==> config.mk <==
export PLATFORM = sky130hd
export DESIGN_NAME = mux_rr_n
export DESIGN_NICKNAME = d
export VERILOG_FILES = /design/src/rtl/mux_rr_n.sv
export SDC_FILE = /design/constraint.sdc
export NUM_CORES = 1
export LEC_CHECK = 0
export CAP_MARGIN = 20
export CORE_UTILIZATION = 40
export CTS_CLUSTER_DIAMETER = 100
export DETAILED_ROUTE_END_ITERATION = 12
export GPL_ROUTABILITY_DRIVEN = 0
export PLACE_DENSITY = 0.82
export SETUP_SLACK_MARGIN = 0.02
export SYNTH_ARGS = -nofsm -noshare
export SYNTH_HDL_FRONTEND = slang
export SYNTH_SLANG_ARGS = --single-unit
==> constraint.sdc <==
create_clock -name Clk -period 19.4 [get_ports Clk]
set_input_delay 2.91 -clock Clk [delete_from_list [all_inputs] [get_ports Clk]]
set_output_delay 2.91 -clock Clk [all_outputs]
set_load 0.03 [all_outputs]
==> src/rtl/mux_rr_n.sv <==
// N-channel registered selector with valid/ready handshakes.
// Mode 0 selects the channel on Sel; mode 1 arbitrates round-robin over the valid channels.
module mux_rr_n #(
    parameter  int WIDTH = 16,
    parameter  int N     = 8,
    localparam int SEL_W = $clog2(N)
) (
    input  logic                 Clk,
    input  logic                 Reset,
    input  logic [N*WIDTH-1:0]   In,
    input  logic [N-1:0]         InValid,
    output logic [N-1:0]         InReady,
    input  logic                 Mode,
    input  logic [SEL_W-1:0]     Sel,
    output logic [WIDTH-1:0]     Out,
    output logic                 OutValid,
    input  logic                 OutReady,
    output logic [SEL_W-1:0]     OutSel
);

    logic [SEL_W-1:0] ptr;
    logic             load;
    logic             cand_valid;
    logic [SEL_W-1:0] cand_idx;
    logic             grant;
    logic [WIDTH-1:0] grant_data;
    int               best_off;
    int               off;

    // Candidate selection: the Sel channel in direct mode; otherwise the valid
    // channel nearest to ptr going upward with wrap, found as the minimum cyclic
    // distance so the channel index is always a loop constant.
    always_comb begin
        // NOTE: every variable gets a default first, so no path leaves one unassigned and no latch is inferred.
        load       = !OutValid || OutReady;
        cand_valid = 1'b0;
        cand_idx   = '0;
        best_off   = N;
        off        = 0;
        if (!Mode) begin
            for (int i = 0; i < N; i++) begin
                if (int'(Sel) == i && InValid[i]) begin
                    cand_valid = 1'b1;
                    cand_idx   = SEL_W'(i);
                end
            end
        end else begin
            for (int i = 0; i < N; i++) begin
                off = (i >= int'(ptr)) ? (i - int'(ptr)) : (i + N - int'(ptr));
                if (InValid[i] && off < best_off) begin
                    best_off   = off;
                    cand_valid = 1'b1;
                    cand_idx   = SEL_W'(i);
                end
            end
        end
        grant = cand_valid && load && !Reset;
    end

    always_comb begin
        InReady    = '0;
        grant_data = '0;
        for (int i = 0; i < N; i++) begin
            if (cand_idx == SEL_W'(i)) begin
                InReady[i] = grant;
                grant_data = In[i*WIDTH +: WIDTH];
            end
        end
    end

    always_ff @(posedge Clk) begin
        // NOTE: state is updated with non-blocking assignments so every register samples pre-edge values.
        if (Reset) begin
            Out      <= '0;
            OutValid <= 1'b0;
            OutSel   <= '0;
            ptr      <= '0;
        end else begin
            if (load) begin
                if (grant) begin
                    Out      <= grant_data;
                    OutSel   <= cand_idx;
                    OutValid <= 1'b1;
                end else begin
                    OutValid <= 1'b0;
                end
            end
            // Explicit wrap keeps ptr inside 0..N-1 when N is not a power of two.
            if (grant && Mode) begin
                ptr <= (cand_idx == SEL_W'(N - 1)) ? '0 : cand_idx + 1'b1;
            end
        end
    end

endmodule

# ---- After elaboration in Yosys (flattened, before gate mapping)
# Index checks and enable logic that the tools add are counted.
dict set report classes {
  addsub 16
  order_cmp 15
  eq_ne 14
  muxes 71
  n_reduce_logical 25
}
# op n
set ops {}
lappend ops {{two-way mux 32 bit} 21}
lappend ops {{< comparator 32 bit} 6}
lappend ops {{two-way mux 16 bit} 8}
lappend ops {{two-way mux 3 bit} 14}
lappend ops {{subtractor 4 x 3 -> 5 bit, first input constant} 7}
lappend ops {{< comparator 32 x 5 -> 1 bit, second input constant} 1}
lappend ops {{< comparator 4 x 32 -> 1 bit} 1}
lappend ops {{two-way mux 1 bit} 28}
lappend ops {{== test 3 bit, second input constant} 8}
lappend ops {{logical AND 1 bit} 19}
lappend ops {{subtractor 3 x 3 -> 4 bit, first input constant} 4}
lappend ops {{== test 3 x 2 -> 1 bit, second input constant} 4}
lappend ops {{greater-or-equal comparator 3 bit, first input constant} 3}
lappend ops {{subtractor 1 x 3 -> 4 bit, first input constant} 2}
lappend ops {{subtractor 2 x 3 -> 4 bit, first input constant} 2}
lappend ops {{== test 3 x 1 -> 1 bit, second input constant} 2}
lappend ops {{greater-or-equal comparator 1 x 3 -> 1 bit, first input constant} 2}
lappend ops {{greater-or-equal comparator 2 x 3 -> 1 bit, first input constant} 2}
lappend ops {{zero test 3 bit} 2}
lappend ops {{adder 3 x 1 -> 3 bit, second input constant} 1}
lappend ops {{zero test 1 bit} 2}
lappend ops {{AND reduction 2 bit} 1}
lappend ops {{logical OR 1 bit} 1}
dict set report totals {
  ff_bits 23
  input_bits 143
  word_cells 145
}

# ---- Depth between registers and ports, before layout
# Gate-level depths: netlist of the first run.
dict set report depth {
  depth_word 43
  depth_mapped 71
}

# ---- Least setup slack after synthesis of the first run
# Ideal clock, no wire load.
dict set report synth_timing {
  path_type {input to output}
  start {input port InValid[0]}
  end {output port InReady[7]}
  t_arrival_ns 14.390
  required_ns 16.490
  path_slack_ns 2.100
  stages 61
  path_buffers 4
  path_cell_list {and2b_4 -> nand2_1 -> ha_1 -> a21o_2 -> a31oi_4 -> o21a_2 -> nor2_1 -> inv_1 -> ha_1 -> nor3b_1 -> o21ai_0 -> a41oi_4 -> nand3_1 -> mux2_2 -> ha_1 -> o31ai_1 -> a221oi_2 -> a31o_2 -> (+25 left out) -> o31a_1 -> and2_2 -> bufbuf_8 -> nand2_1 -> o21ai_0 -> ha_1 -> nor3_1 -> o21ai_0 -> o21ai_0 -> a211oi_1 -> a211o_1 -> a31oi_2 -> ha_1 -> ha_1 -> clkbuf_1 -> inv_1 -> clkbuf_1 -> nor2_1}
}
dict set report synth_via {
  elab_cells_between_ends 59
}
# item line_no
set synth_rtl {}
lappend synth_rtl {{from (decl)} 11} ;# input logic [N-1:0] InValid,
lappend synth_rtl {{logical AND 1 bit (*)} 50} ;# if (InValid[i] && off < best_off) begin
lappend synth_rtl {{two-way mux 32 bit (*)} 50}
lappend synth_rtl {{two-way mux 32 bit (*)} 40} ;# if (!Mode) begin
lappend synth_rtl {{< comparator 32 bit} 50}
lappend synth_rtl {{logical AND 1 bit} 50}
lappend synth_rtl {{two-way mux 32 bit} 50}
lappend synth_rtl {{two-way mux 32 bit} 40}
lappend synth_rtl {{< comparator 32 bit} 50}
lappend synth_rtl {{(+18 left out)} n/a}
lappend synth_rtl {{two-way mux 32 bit} 40}
lappend synth_rtl {{< comparator 4 x 32 -> 1 bit} 50}
lappend synth_rtl {{logical AND 1 bit} 50}
lappend synth_rtl {{two-way mux 3 bit (*)} 50}
lappend synth_rtl {{two-way mux 3 bit (*)} 40}
lappend synth_rtl {{named net cand_idx[0]} 24} ;# logic [SEL_W-1:0] cand_idx;
lappend synth_rtl {{== test 3 bit (*)} 64} ;# if (cand_idx == SEL_W'(i)) begin
lappend synth_rtl {{two-way mux 1 bit (*)} 64}
lappend synth_rtl {{to (decl)} 12} ;# output logic [N-1:0] InReady,
# The timed path passes the listed nets; every way through them passes the cells marked *. The select of a mux whose other input is x is not followed.

# ---- Worst setup path in the final report of the first run
dict set report layout_timing {
  start {input port InValid[0]}
  end {output port InReady[1]}
}
dict set report layout_via {
  elab_cells_between_ends 59
}
# item line_no
set layout_rtl {}
lappend layout_rtl {{logical AND 1 bit (*)} 50}
lappend layout_rtl {{two-way mux 32 bit (*)} 50}
lappend layout_rtl {{two-way mux 32 bit (*)} 40}
lappend layout_rtl {{< comparator 32 bit} 50}
lappend layout_rtl {{logical AND 1 bit} 50}
lappend layout_rtl {{two-way mux 32 bit} 50}
lappend layout_rtl {{two-way mux 32 bit} 40}
lappend layout_rtl {{< comparator 32 bit} 50}
lappend layout_rtl {{(+18 left out)} n/a}
lappend layout_rtl {{two-way mux 32 bit} 40}
lappend layout_rtl {{< comparator 4 x 32 -> 1 bit} 50}
lappend layout_rtl {{logical AND 1 bit} 50}
lappend layout_rtl {{two-way mux 3 bit (*)} 50}
lappend layout_rtl {{two-way mux 3 bit (*)} 40}
lappend layout_rtl {{named net cand_idx[0]} 24}
lappend layout_rtl {{== test 3 x 1 -> 1 bit (*)} 64}
lappend layout_rtl {{two-way mux 1 bit (*)} 64}
# Marks and branches as above.

==> impl_table.tex, run 1 <==
\begin{tabular}{lr}
\hline
Metric & Value \\
\hline
\multicolumn{2}{l}{\textbf{Run status}} \\
\quad Run status & complete, no violations \\
\multicolumn{2}{l}{\textbf{Global routing}} \\
\quad Largest net degree at the start of global routing & 37 \\
\quad GRT Residual Overflow & 0 \\
\quad Global-route wire length before repair & 25650 microns \\
\quad Via count of the first global-routing pass & 5195 \\
\quad Total global routing track utilization & 0.2915 \\
\quad Number of antenna violations at the first check in global routing & 1 \\
\multicolumn{2}{l}{\textbf{Die}} \\
\quad Horizontal die dimension & 104.1 microns \\
\quad \# rows & 36 \\
\quad I/O pin count & 171 \\
\quad Initial core utilization & 0.4186 \\
\quad Die area & 0.01083 sq mm \\
\quad Overall die height & 104.1 microns \\
\quad Core region area & 0.009955 sq mm \\
\multicolumn{2}{l}{\textbf{STA}} \\
\quad Worst clock skew & 4.682 ps \\
\quad Final setup slack of the worst path & 708.1 ps \\
\quad Max transition margin & 0.5151 \\
\quad Final hold violations & 0 \\
\quad Final period utilization & 0.9635 \\
\quad Hold Slack & 461.1 ps \\
\quad Transition at the pin with the smallest max-transition slack & 725.0 ps \\
\quad Maximum clock frequency & 0.05350 GHz \\
\quad Final setup violation count & 0 \\
\quad Min cycle time layout & 18690 ps \\
\quad Number of max-slew violations in the final report & 0 \\
\multicolumn{2}{l}{\textbf{Drt}} \\
\quad DRC violation count after routing & 0 \\
\quad Number of vias after detailed routing & 5190 \\
\quad Number of vias per cell after detailed routing & 6.128 \\
\quad DRT antenna net count & 0 \\
\quad First-pass DRT Iterations & 6 \\
\quad Wire per inst & 19.38 microns \\
\quad Total wire length & 16410 microns \\
\quad Iteration-0 DRC count of the detailed router & 429 \\
\multicolumn{2}{l}{\textbf{Final layout}} \\
\quad Count of filler cells inserted in the layout & 899 \\
\quad NumNets Final & 896 \\
\quad Area Overhead vs Synth & 45.68\% \\
\quad Design Area, Final & 0.006070 sq mm \\
\quad Fraction of layout instances using a drive strength above 1 & 0.1360 \\
\multicolumn{2}{l}{\textbf{Placement}} \\
\quad Cell area reported after detailed placement & 0.005901 sq mm \\
\quad Pre-CTS setup slack & 195.1 ps \\
\quad DP HPWL & 12960 microns \\
\quad IO buf count & 170 \\
\multicolumn{2}{l}{\textbf{Yosys}} \\
\quad Async SR Flop Fraction & 0 \\
\quad Gate count of the mapped netlist & 557 \\
\quad Cell with the most instances after synthesis & sky130\_fd\_sc\_hd\_\_o21ai\_0 \\
\quad Part of the Yosys area used for sequential elements & 0.1105 \\
\quad Synth unique cells & 93 \\
\quad Cell types with the largest area share after synthesis & sky130\_fd\_sc\_hd\_\_ha\_1 (12\%), sky130\_fd\_sc\_hd\_\_dfxtp\_1 (11\%), sky130\_fd\_sc\_hd\_\_o21ai\_0 (8.3\%) \\
\quad Adder-Cell Fraction of Synth Area & 0.1222 \\
\quad Post-Syn Area & 0.004166 sq mm \\
\quad Mux cell area share after synthesis & 0.03063 \\
\quad Main combinational cell family by area after synthesis & compound AO/OA/AOI/OAI gates \\
\quad Count of warnings emitted by yosys & 0 \\
\quad Post-synthesis average cell area & 7.480 sq um \\
\quad Post-synth EDFFs & 0 \\
\quad Xor and xnor area share after synthesis & 0.008408 \\
\quad Share of synthesized cell area in and, or, nand and nor gates & 0.2027 \\
\quad Cell types with the highest counts after synthesis & sky130\_fd\_sc\_hd\_\_o21ai\_0 (69), sky130\_fd\_sc\_hd\_\_nand2\_1 (46), sky130\_fd\_sc\_hd\_\_ha\_1 (39) \\
\quad Post-synth top flop & sky130\_fd\_sc\_hd\_\_dfxtp\_1 \\
\quad Synth top area share & 0.1171 \\
\quad Post-synthesis compound-gate area fraction & 0.4447 \\
\quad Post-synthesis sequential element count & 23 \\
\quad Cell taking the most area after synthesis & sky130\_fd\_sc\_hd\_\_ha\_1 \\
\multicolumn{2}{l}{\textbf{Setup path}} \\
\quad Arr. time, crit path & 15780 ps \\
\quad CP Capture Type & output pin \\
\quad Critical-path cell with the highest stage delay & sky130\_fd\_sc\_hd\_\_clkdlybuf4s50\_1 \\
\quad Dominant delay contributor by cell family on the critical path & simple AND/OR/NAND/NOR gates \\
\quad Stage delay of the slowest cell on the critical path & 550 ps \\
\quad Data required, critical path & 16490 ps \\
\quad Critical Path Fanout Max & 18 \\
\quad Cell mode on critical path & sky130\_fd\_sc\_hd\_\_ha\_1 \\
\quad Total buffers and inverters traversed by the critical path & 5 \\
\quad Worst setup path category & primary input to output pin \\
\quad Type of origin of the critical path & primary input \\
\multicolumn{2}{l}{\textbf{CTS}} \\
\quad TritonCTS clock tree & done \\
\quad Clock Path Buffers & 2 \\
\quad Root buffer cell & sky130\_fd\_sc\_hd\_\_clkbuf\_8 \\
\quad Clock edge transition at the registers on the reported setup and hold paths & 80 ps \\
\quad Number of levels in the clock H-tree & 1 \\
\quad TritonCTS Buffers & 3 \\
\quad TritonCTS sink count & 23 \\
\quad Clock latency reported for the late side of the worst-skew pair & 270 ps \\
\multicolumn{2}{l}{\textbf{Job}} \\
\quad Max Cap Viol & 0 \\
\multicolumn{2}{l}{\textbf{Hold path}} \\
\quad Path class of the lowest-slack min-delay path & register to register \\
\hline
\end{tabular}
## layout by cell type (no fill, tap or decap), drive strengths merged, types with 17 or more instances in the layout
cell type and instances:
nor2 25, nand3b 17, ha 39, a21oi 40, o22ai 17, inv 26, a22oi 32, o21ai 97
dfxtp 23, clkdlybuf4s50 162, a221oi 17, nand2 48
## stage by stage
step	setup TNS, ps	instances	util
finish	0	847	0.6097
global route	-366.6	847	0.6097
CTS	0	837	0.5974
detailed placement	0	833	0.5928
global placement	0	831	0.5892
floorplan	0	560	-
## metal layers
metal / vias to the layer above / share of wire / track usage
li1: 2441 / - / -
met1: 2379 / 0.36 / 0.3308
met2: 309 / 0.50 / 0.5233
met3: 61 / 0.090 / 0.04261
met4: 0 / 0.050 / 0.1571
met5: - / 0 / 0
## state kept, by name, summed over array words and instances, names as in the netlist
register,cells
OutSel,3
OutValid,1
Out,16
ptr,3
## layout make-up
type | instances | area, sq um | share of cell area
Tap cell | 133 | 166.4 | 0.02742
Inverter | 30 | 117.6 | 0.01938
Antenna cell | 1 | 2.502 | 0.0004123
Timing Repair Buffer | 186 | 1839 | 0.3030
Clock inverter | 1 | 5.005 | 0.0008246
Sequential cell | 23 | 460.4 | 0.07586
Clock buffer | 3 | 41.29 | 0.006803
Multi-Input combinational cell | 470 | 3437 | 0.5663
## repair_timing
| action | 4_1_cts | 5_1_grt |
|---|---|---|
| gates resized for setup | 0 | 25 |
| hold buffers | 0 | 0 |
| buffers inserted | 0 | 8 |
| setup endpoints to repair | 0 | 8 |
## cells by family (layout without fill, tap and decap cells)
| family | Yosys count | after routing |
|---|---|---|
| AOI/OAI and AO/OA | 260 | 260 |
| xor gates and xnor gates | 4 | 4 |
| adders and majority gates | 41 | 41 |
| buffers and inverters | 67 | 220 |
| DFF | 23 | 23 |
| muxes | 10 | 10 |
| other | 1 | 5 |
| and+or+nand+nor | 151 | 151 |
## worst paths after layout
kind,from,end,slack (ps),depth (start not counted)
min reg2reg,OutSel[2],OutSel[2],460,2
max reg2reg,ptr[1],Out[8],4240,68
min,OutSel[2],OutSel[2],460,2
max,InValid[0],InReady[1],710,58
## worst register-to-register path, delay by kind of cell (launching register included)
| family | cells | cell delay, ps |
|---|---|---|
| AO/OA/AOI/OAI | 25 | 4570 |
| adder cells (fa/ha/maj) | 11 | 3020 |
| buffers and inverters | 7 | 1140 |
| flip-flops | 1 | 700 |
| multiplexers | 2 | 580 |
| AND/OR/NAND/NOR | 23 | 5080 |
Power of run 1 is left out: the tool's default activity adds up to more than one toggle a clock period on the data nets, which glitch-free logic cannot reach.
==> run 2, diff against run 1 <==
PLACE_DENSITY = 0.75   (was 0.82)
==> run 2 against run 1 <==
Register-to-register slack better by 250 ps. Critical endpoint is now InReady[4]. Largest cell class unchanged. Highest routed layer unchanged. Clock skew down 0.82 ps. Via count rose by 0.60%. Final area decreased by 1.2%. Fmax rose by 1.2%. First-iteration DRC count is 15% lower.
==> impl_table.tex, run 2 (synthesis gave the netlist of run 1 again) <==
\begin{tabular}{lr}
\hline
Metric & Value \\
\hline
\multicolumn{2}{l}{\textbf{Final layout}} \\
\quad Design Area, Final & 0.006000 sq mm \\
\quad Utilization after layout & 0.6027 \\
\quad Largest reg by FF count & Out \\
\quad NumNets Final & 892 \\
\quad Regs by FF count & Out (16), OutSel (3), ptr (3) \\
\quad Max reg flops & 16 \\
\quad Antenna diode count & 0 \\
\quad Leading cell types in the layout, fill and taps excluded & sky130\_fd\_sc\_hd\_\_clkdlybuf4s50\_1 (165), sky130\_fd\_sc\_hd\_\_o21ai\_0 (68), sky130\_fd\_sc\_hd\_\_nand2\_1 (46) \\
\quad Fraction of layout instances using a drive strength above 1 & 0.1269 \\
\quad Most frequent standard cell in the layout excluding fill and tap cells & sky130\_fd\_sc\_hd\_\_clkdlybuf4s50\_1 \\
\quad Area Overhead vs Synth & 43.99\% \\
\quad Count of filler cells inserted in the layout & 890 \\
\multicolumn{2}{l}{\textbf{CTS}} \\
\quad Root buffer cell & sky130\_fd\_sc\_hd\_\_clkbuf\_8 \\
\quad Clock edge transition at the registers on the reported setup and hold paths & 90 ps \\
\quad Clock Path Buffers & 2 \\
\quad TritonCTS sink count & 23 \\
\quad Clock latency reported for the late side of the worst-skew pair & 270 ps \\
\quad TritonCTS Buffers & 3 \\
\quad CTS Hold Bufs & 0 \\
\quad TritonCTS clock tree & done \\
\quad Number of levels in the clock H-tree & 1 \\
\multicolumn{2}{l}{\textbf{STA}} \\
\quad Final setup slack of the worst path & 926.5 ps \\
\quad Transition at the pin with the smallest max-transition slack & 803.6 ps \\
\quad Min cycle time layout & 18470 ps \\
\quad Worst clock skew & 3.864 ps \\
\quad Final setup violation count & 0 \\
\quad Final hold violations & 0 \\
\quad Final period utilization & 0.9522 \\
\quad Number of max-slew violations in the final report & 0 \\
\quad Max transition margin & 0.4602 \\
\quad Maximum clock frequency & 0.05413 GHz \\
\multicolumn{2}{l}{\textbf{Global routing}} \\
\quad Global-route wire length before repair & 26160 microns \\
\quad GRT Residual Overflow & 0 \\
\quad Largest net degree at the start of global routing & 36 \\
\quad Number of antenna violations at the first check in global routing & 0 \\
\quad Total global routing track utilization & 0.2994 \\
\quad Via count of the first global-routing pass & 5156 \\
\multicolumn{2}{l}{\textbf{Setup path}} \\
\quad Type of origin of the critical path & primary input \\
\quad Worst setup path category & primary input to output pin \\
\quad CP Capture Type & output pin \\
\quad Register-to-register path setup slack & 4490 ps \\
\quad Arr. time, crit path & 15560 ps \\
\quad Data required, critical path & 16490 ps \\
\quad Reg2reg end & Out[5] \\
\quad Depth of the worst register-to-register path & 69 \\
\quad Launch instance of the worst register-to-register path & ptr[0] \\
\quad Critical-path cell with the highest stage delay & sky130\_fd\_sc\_hd\_\_clkdlybuf4s50\_1 \\
\quad Stage delay of the slowest cell on the critical path & 680 ps \\
\quad Critical Path Fanout Max & 17 \\
\multicolumn{2}{l}{\textbf{Hold path}} \\
\quad Hold EP & OutSel[2] \\
\quad Cell depth of the worst hold path & 2 \\
\quad Path class of the lowest-slack min-delay path & register to register \\
\quad Worst Min Path Start & OutSel[2] \\
\multicolumn{2}{l}{\textbf{Die}} \\
\quad Initial core utilization & 0.4186 \\
\quad \# rows & 36 \\
\quad Core region area & 0.009955 sq mm \\
\quad I/O pin count & 171 \\
\quad Die area & 0.01083 sq mm \\
\quad Horizontal die dimension & 104.1 microns \\
\quad Overall die height & 104.1 microns \\
\multicolumn{2}{l}{\textbf{Drt}} \\
\quad First-pass DRT Iterations & 5 \\
\quad DRC violation count after routing & 0 \\
\quad Iteration-0 DRC count of the detailed router & 363 \\
\quad Number of vias per cell after detailed routing & 6.201 \\
\quad Number of vias after detailed routing & 5221 \\
\quad Wire per inst & 19.94 microns \\
\quad Total wire length & 16790 microns \\
\quad DRT antenna net count & 0 \\
\multicolumn{2}{l}{\textbf{Job}} \\
\quad Max Cap Viol & 0 \\
\multicolumn{2}{l}{\textbf{Placement}} \\
\quad Pre-CTS setup slack & 310.2 ps \\
\quad DP HPWL & 13170 microns \\
\quad IO buf count & 170 \\
\quad Cell area reported after detailed placement & 0.005888 sq mm \\
\multicolumn{2}{l}{\textbf{Run status}} \\
\quad Run status & complete, no violations \\
\hline
\end{tabular}
==> run 2: final cells by class <==
| type | instances | area (sq um) | share of cell area |
|---|---|---|---|
| clock inverter | 1 | 5.005 | 0.0008342 |
| inverter | 30 | 116.4 | 0.01940 |
| tap | 133 | 166.4 | 0.02774 |
| timing repair buffer | 182 | 1782 | 0.2970 |
| clock buffer | 3 | 41.29 | 0.006882 |
| multi-input combinational | 470 | 3428 | 0.5714 |
| sequential | 23 | 460.4 | 0.07675 |
==> run 2: critical path: cells and delay by family <==
kind	cells	cell delay, ps
AND/OR/NAND/NOR	26	4950
AO/OA/AOI/OAI	18	3230
multiplexers	2	480
buffers and inverters	6	1940
adder cells (fa/ha/maj)	7	2030
==> run 2: per-layer routing <==
layer	GRT usage	vias up	part of all wire
met4	0.1561	0	0.048
met5	0	-	0
met3	0.03822	50	0.082
met2	0.5514	323	0.51
li1	-	2426	-
met1	0.3338	2422	0.36
==> run 2: repair_timing <==
action,4_1_cts,5_1_grt
setup buffers,0,3
gates resized for setup,0,18
endpoints found under the setup margin,0,8
==> run 2: stage by stage <==
stage | cells | setup TNS, ps | hold WS [ps]
6_report | 842 | 0 | 466.5
4_1_cts | 838 | 0 | 467.6
2_1_floorplan | 560 | 0 | 567.5
3_5_place_dp | 834 | 0 | 458.8
5_1_grt | 842 | -124.4 | 493.1
3_3_place_gp | 834 | 0 | 448.9
==> run 2: worst max path at each step <==
stage,startpoint,endpoint,slack (ps),cells after the start
after CTS,InValid[0],InReady[7],240,60
after global routing,InValid[0],InReady[2],-60,61
final,InValid[0],InReady[4],930,59
after floorplan,InValid[0],InReady[7],2100,61
after detailed placement,InValid[0],InReady[7],310,60
after global placement,InValid[0],InReady[1],950,59
Power of run 2 is left out for the same reason.
==> run 3, diff against run 2 <==
DONT_BUFFER_PORTS = 1   (was unset)
PLACE_DENSITY = unset   (was 0.75)
SLEW_MARGIN = 25   (was unset)
==> run 3 against run 2 <==
Hold slack better by 140 ps. Sequential cell count did not move. Fmax is essentially flat. Wire length fell by 15%. Sequential share of layout area increased by 3.2 points. Die area unchanged. Worst setup slack got worse by 2.8 ps. Largest cell class unchanged.
==> impl_table.tex, run 3 (synthesis gave the netlist of run 1 again) <==
\begin{tabular}{lr}
\hline
Metric & Value \\
\hline
\multicolumn{2}{l}{\textbf{Setup path}} \\
\quad Critical-path cell with the highest stage delay & sky130\_fd\_sc\_hd\_\_or4b\_4 \\
\quad Cell mode on critical path & sky130\_fd\_sc\_hd\_\_ha\_1 \\
\quad Register-to-register path setup slack & 4150 ps \\
\quad Stage delay of the slowest cell on the critical path & 520 ps \\
\quad CP Capture Type & output pin \\
\quad Depth of the worst register-to-register path & 63 \\
\quad Dominant delay contributor by cell family on the critical path & simple AND/OR/NAND/NOR gates \\
\quad Launch instance of the worst register-to-register path & ptr[0] \\
\quad Data required, critical path & 16490 ps \\
\quad Critical Path Fanout Max & 34 \\
\quad Reg2reg end & Out[0] \\
\quad Total buffers and inverters traversed by the critical path & 5 \\
\quad Arr. time, crit path & 15570 ps \\
\quad Capturing element of the worst setup path & InReady[1] \\
\quad Type of origin of the critical path & primary input \\
\quad Startpoint of the worst setup timing path & InValid[0] \\
\quad Worst setup path category & primary input to output pin \\
\quad Critical Path Stages & 59 \\
\multicolumn{2}{l}{\textbf{Final layout}} \\
\quad NumNets Final & 717 \\
\quad Utilization after layout & 0.4253 \\
\quad Area taken by flip-flops and latches & 460.4 sq um \\
\quad Fraction of layout instances using a drive strength above 1 & 0.1442 \\
\quad Largest reg by FF count & Out \\
\quad Area Overhead vs Synth & 1.622\% \\
\quad Count of filler cells inserted in the layout & 987 \\
\quad Max reg flops & 16 \\
\quad Design Area, Final & 0.004234 sq mm \\
\quad Regs by FF count & Out (16), OutSel (3), ptr (3) \\
\quad Most frequent standard cell in the layout excluding fill and tap cells & sky130\_fd\_sc\_hd\_\_o21ai\_0 \\
\quad Leading cell types in the layout, fill and taps excluded & sky130\_fd\_sc\_hd\_\_o21ai\_0 (69), sky130\_fd\_sc\_hd\_\_nand2\_1 (46), sky130\_fd\_sc\_hd\_\_ha\_1 (39) \\
\quad Antenna diode count & 0 \\
\quad Multi-input gate area & 0.003397 sq mm \\
\multicolumn{2}{l}{\textbf{CTS}} \\
\quad TritonCTS clock tree & done \\
\quad Clock Path Buffers & 2 \\
\quad TritonCTS Buffers & 3 \\
\quad Clock edge transition at the registers on the reported setup and hold paths & 80 ps \\
\quad Root buffer cell & sky130\_fd\_sc\_hd\_\_clkbuf\_8 \\
\quad Number of levels in the clock H-tree & 1 \\
\quad Clock latency reported for the late side of the worst-skew pair & 260 ps \\
\quad TritonCTS sink count & 23 \\
\quad Number of setup buffers added after CTS & 0 \\
\multicolumn{2}{l}{\textbf{Placement}} \\
\quad Cell area reported after detailed placement & 0.004179 sq mm \\
\quad Pre-CTS setup slack & 1102 ps \\
\quad IO buf count & 0 \\
\quad DP HPWL & 11320 microns \\
\multicolumn{2}{l}{\textbf{Drt}} \\
\quad Wire per inst & 21.40 microns \\
\quad Number of vias per cell after detailed routing & 6.565 \\
\quad DRC violation count after routing & 0 \\
\quad Number of vias after detailed routing & 4379 \\
\quad First-pass DRT Iterations & 5 \\
\quad DRT antenna net count & 0 \\
\quad Iteration-0 DRC count of the detailed router & 321 \\
\quad Total wire length & 14270 microns \\
\multicolumn{2}{l}{\textbf{Die}} \\
\quad Core region area & 0.009955 sq mm \\
\quad \# rows & 36 \\
\quad Die area & 0.01083 sq mm \\
\quad Horizontal die dimension & 104.1 microns \\
\quad I/O pin count & 171 \\
\quad Initial core utilization & 0.4186 \\
\quad Overall die height & 104.1 microns \\
\multicolumn{2}{l}{\textbf{STA}} \\
\quad Min cycle time layout & 18480 ps \\
\quad Max transition margin & 0.3963 \\
\quad Setup TNS & 0 ps \\
\quad Final setup violation count & 0 \\
\quad Final hold violations & 0 \\
\quad Worst clock skew & 1.388 ps \\
\quad Unrepaired setup endpoints after global routing & no \\
\quad Transition at the pin with the smallest max-transition slack & 898.6 ps \\
\quad Final setup slack of the worst path & 923.8 ps \\
\quad Maximum clock frequency & 0.05412 GHz \\
\quad Final period utilization & 0.9524 \\
\quad Number of max-slew violations in the final report & 0 \\
\multicolumn{2}{l}{\textbf{Hold path}} \\
\quad Path class of the lowest-slack min-delay path & register to register \\
\multicolumn{2}{l}{\textbf{Global routing}} \\
\quad Via count of the first global-routing pass & 4060 \\
\quad Global-route wire length before repair & 21780 microns \\
\quad Number of antenna violations at the first check in global routing & 0 \\
\quad Largest net degree at the start of global routing & 37 \\
\quad Total global routing track utilization & 0.2487 \\
\quad GRT Residual Overflow & 0 \\
\multicolumn{2}{l}{\textbf{Job}} \\
\quad Max Cap Viol & 0 \\
\multicolumn{2}{l}{\textbf{Run status}} \\
\quad Run status & complete, no violations \\
\hline
\end{tabular}
run 3: changes by cell type in the layout (fill, tap and decap cells not counted), moves of 2 or more:
cell	delta
sky130_fd_sc_hd__nor2_1	-2
sky130_fd_sc_hd__dlymetal6s2s_1	-2
sky130_fd_sc_hd__clkbuf_2	-3
sky130_fd_sc_hd__clkdlybuf4s50_1	-165
sky130_fd_sc_hd__buf_4	-5
run 3: timing repair:
item                                    4_1_cts  5_1_grt
endpoints found under the setup margin        0        1
resized for setup                             0        1
hold buffers                                  0        0
run 3: worst min-delay path, cell delays in order (launching register included):
cell and delay [ps]:
sky130_fd_sc_hd__dfxtp_1 410, sky130_fd_sc_hd__nand2_1 100, sky130_fd_sc_hd__a21oi_1 60
run 3: layer usage:
| layer | up-vias | global-route usage | wire length [microns] |
|---|---|---|---|
| met5 | - | 0 | 0 |
| met4 | 0 | 0.07449 | 390 |
| met3 | 28 | 0.01629 | 859 |
| met2 | 226 | 0.4310 | 6779 |
| met1 | 2050 | 0.3289 | 6242 |
| li1 | 2075 | - | - |
run 3: layout make-up:
| class | count | share of cell area |
|---|---|---|
| multi-input cells | 470 | 0.8023 |
| flip-flops and latches | 23 | 0.1087 |
| clock buffers | 4 | 0.01064 |
| well taps | 133 | 0.03930 |
| inverters | 30 | 0.02660 |
| repair buffers | 7 | 0.01241 |
run 3: worst min path at each step:
| stage | start | end | slack (ps) | cells after the start |
|---|---|---|---|---|
| finish | OutSel[2] | OutSel[2] | 610 | 2 |
| global route | OutSel[2] | OutSel[2] | 630 | 2 |
| CTS | OutSel[2] | OutSel[2] | 610 | 2 |
| detailed placement | OutSel[2] | OutSel[2] | 600 | 2 |
| global placement | OutSel[2] | OutSel[2] | 600 | 2 |
| floorplan | ptr[1] | ptr[1] | 570 | 2 |
run 3: stage by stage:
step / hold WS (ps) / std cells
2_1_floorplan: 567.5 / 560
3_3_place_gp: 599.3 / 663
3_5_place_dp: 599.0 / 663
4_1_cts: 609.9 / 667
5_1_grt: 630.5 / 667
6_report: 605.3 / 667
Power of run 3 is left out for the same reason.
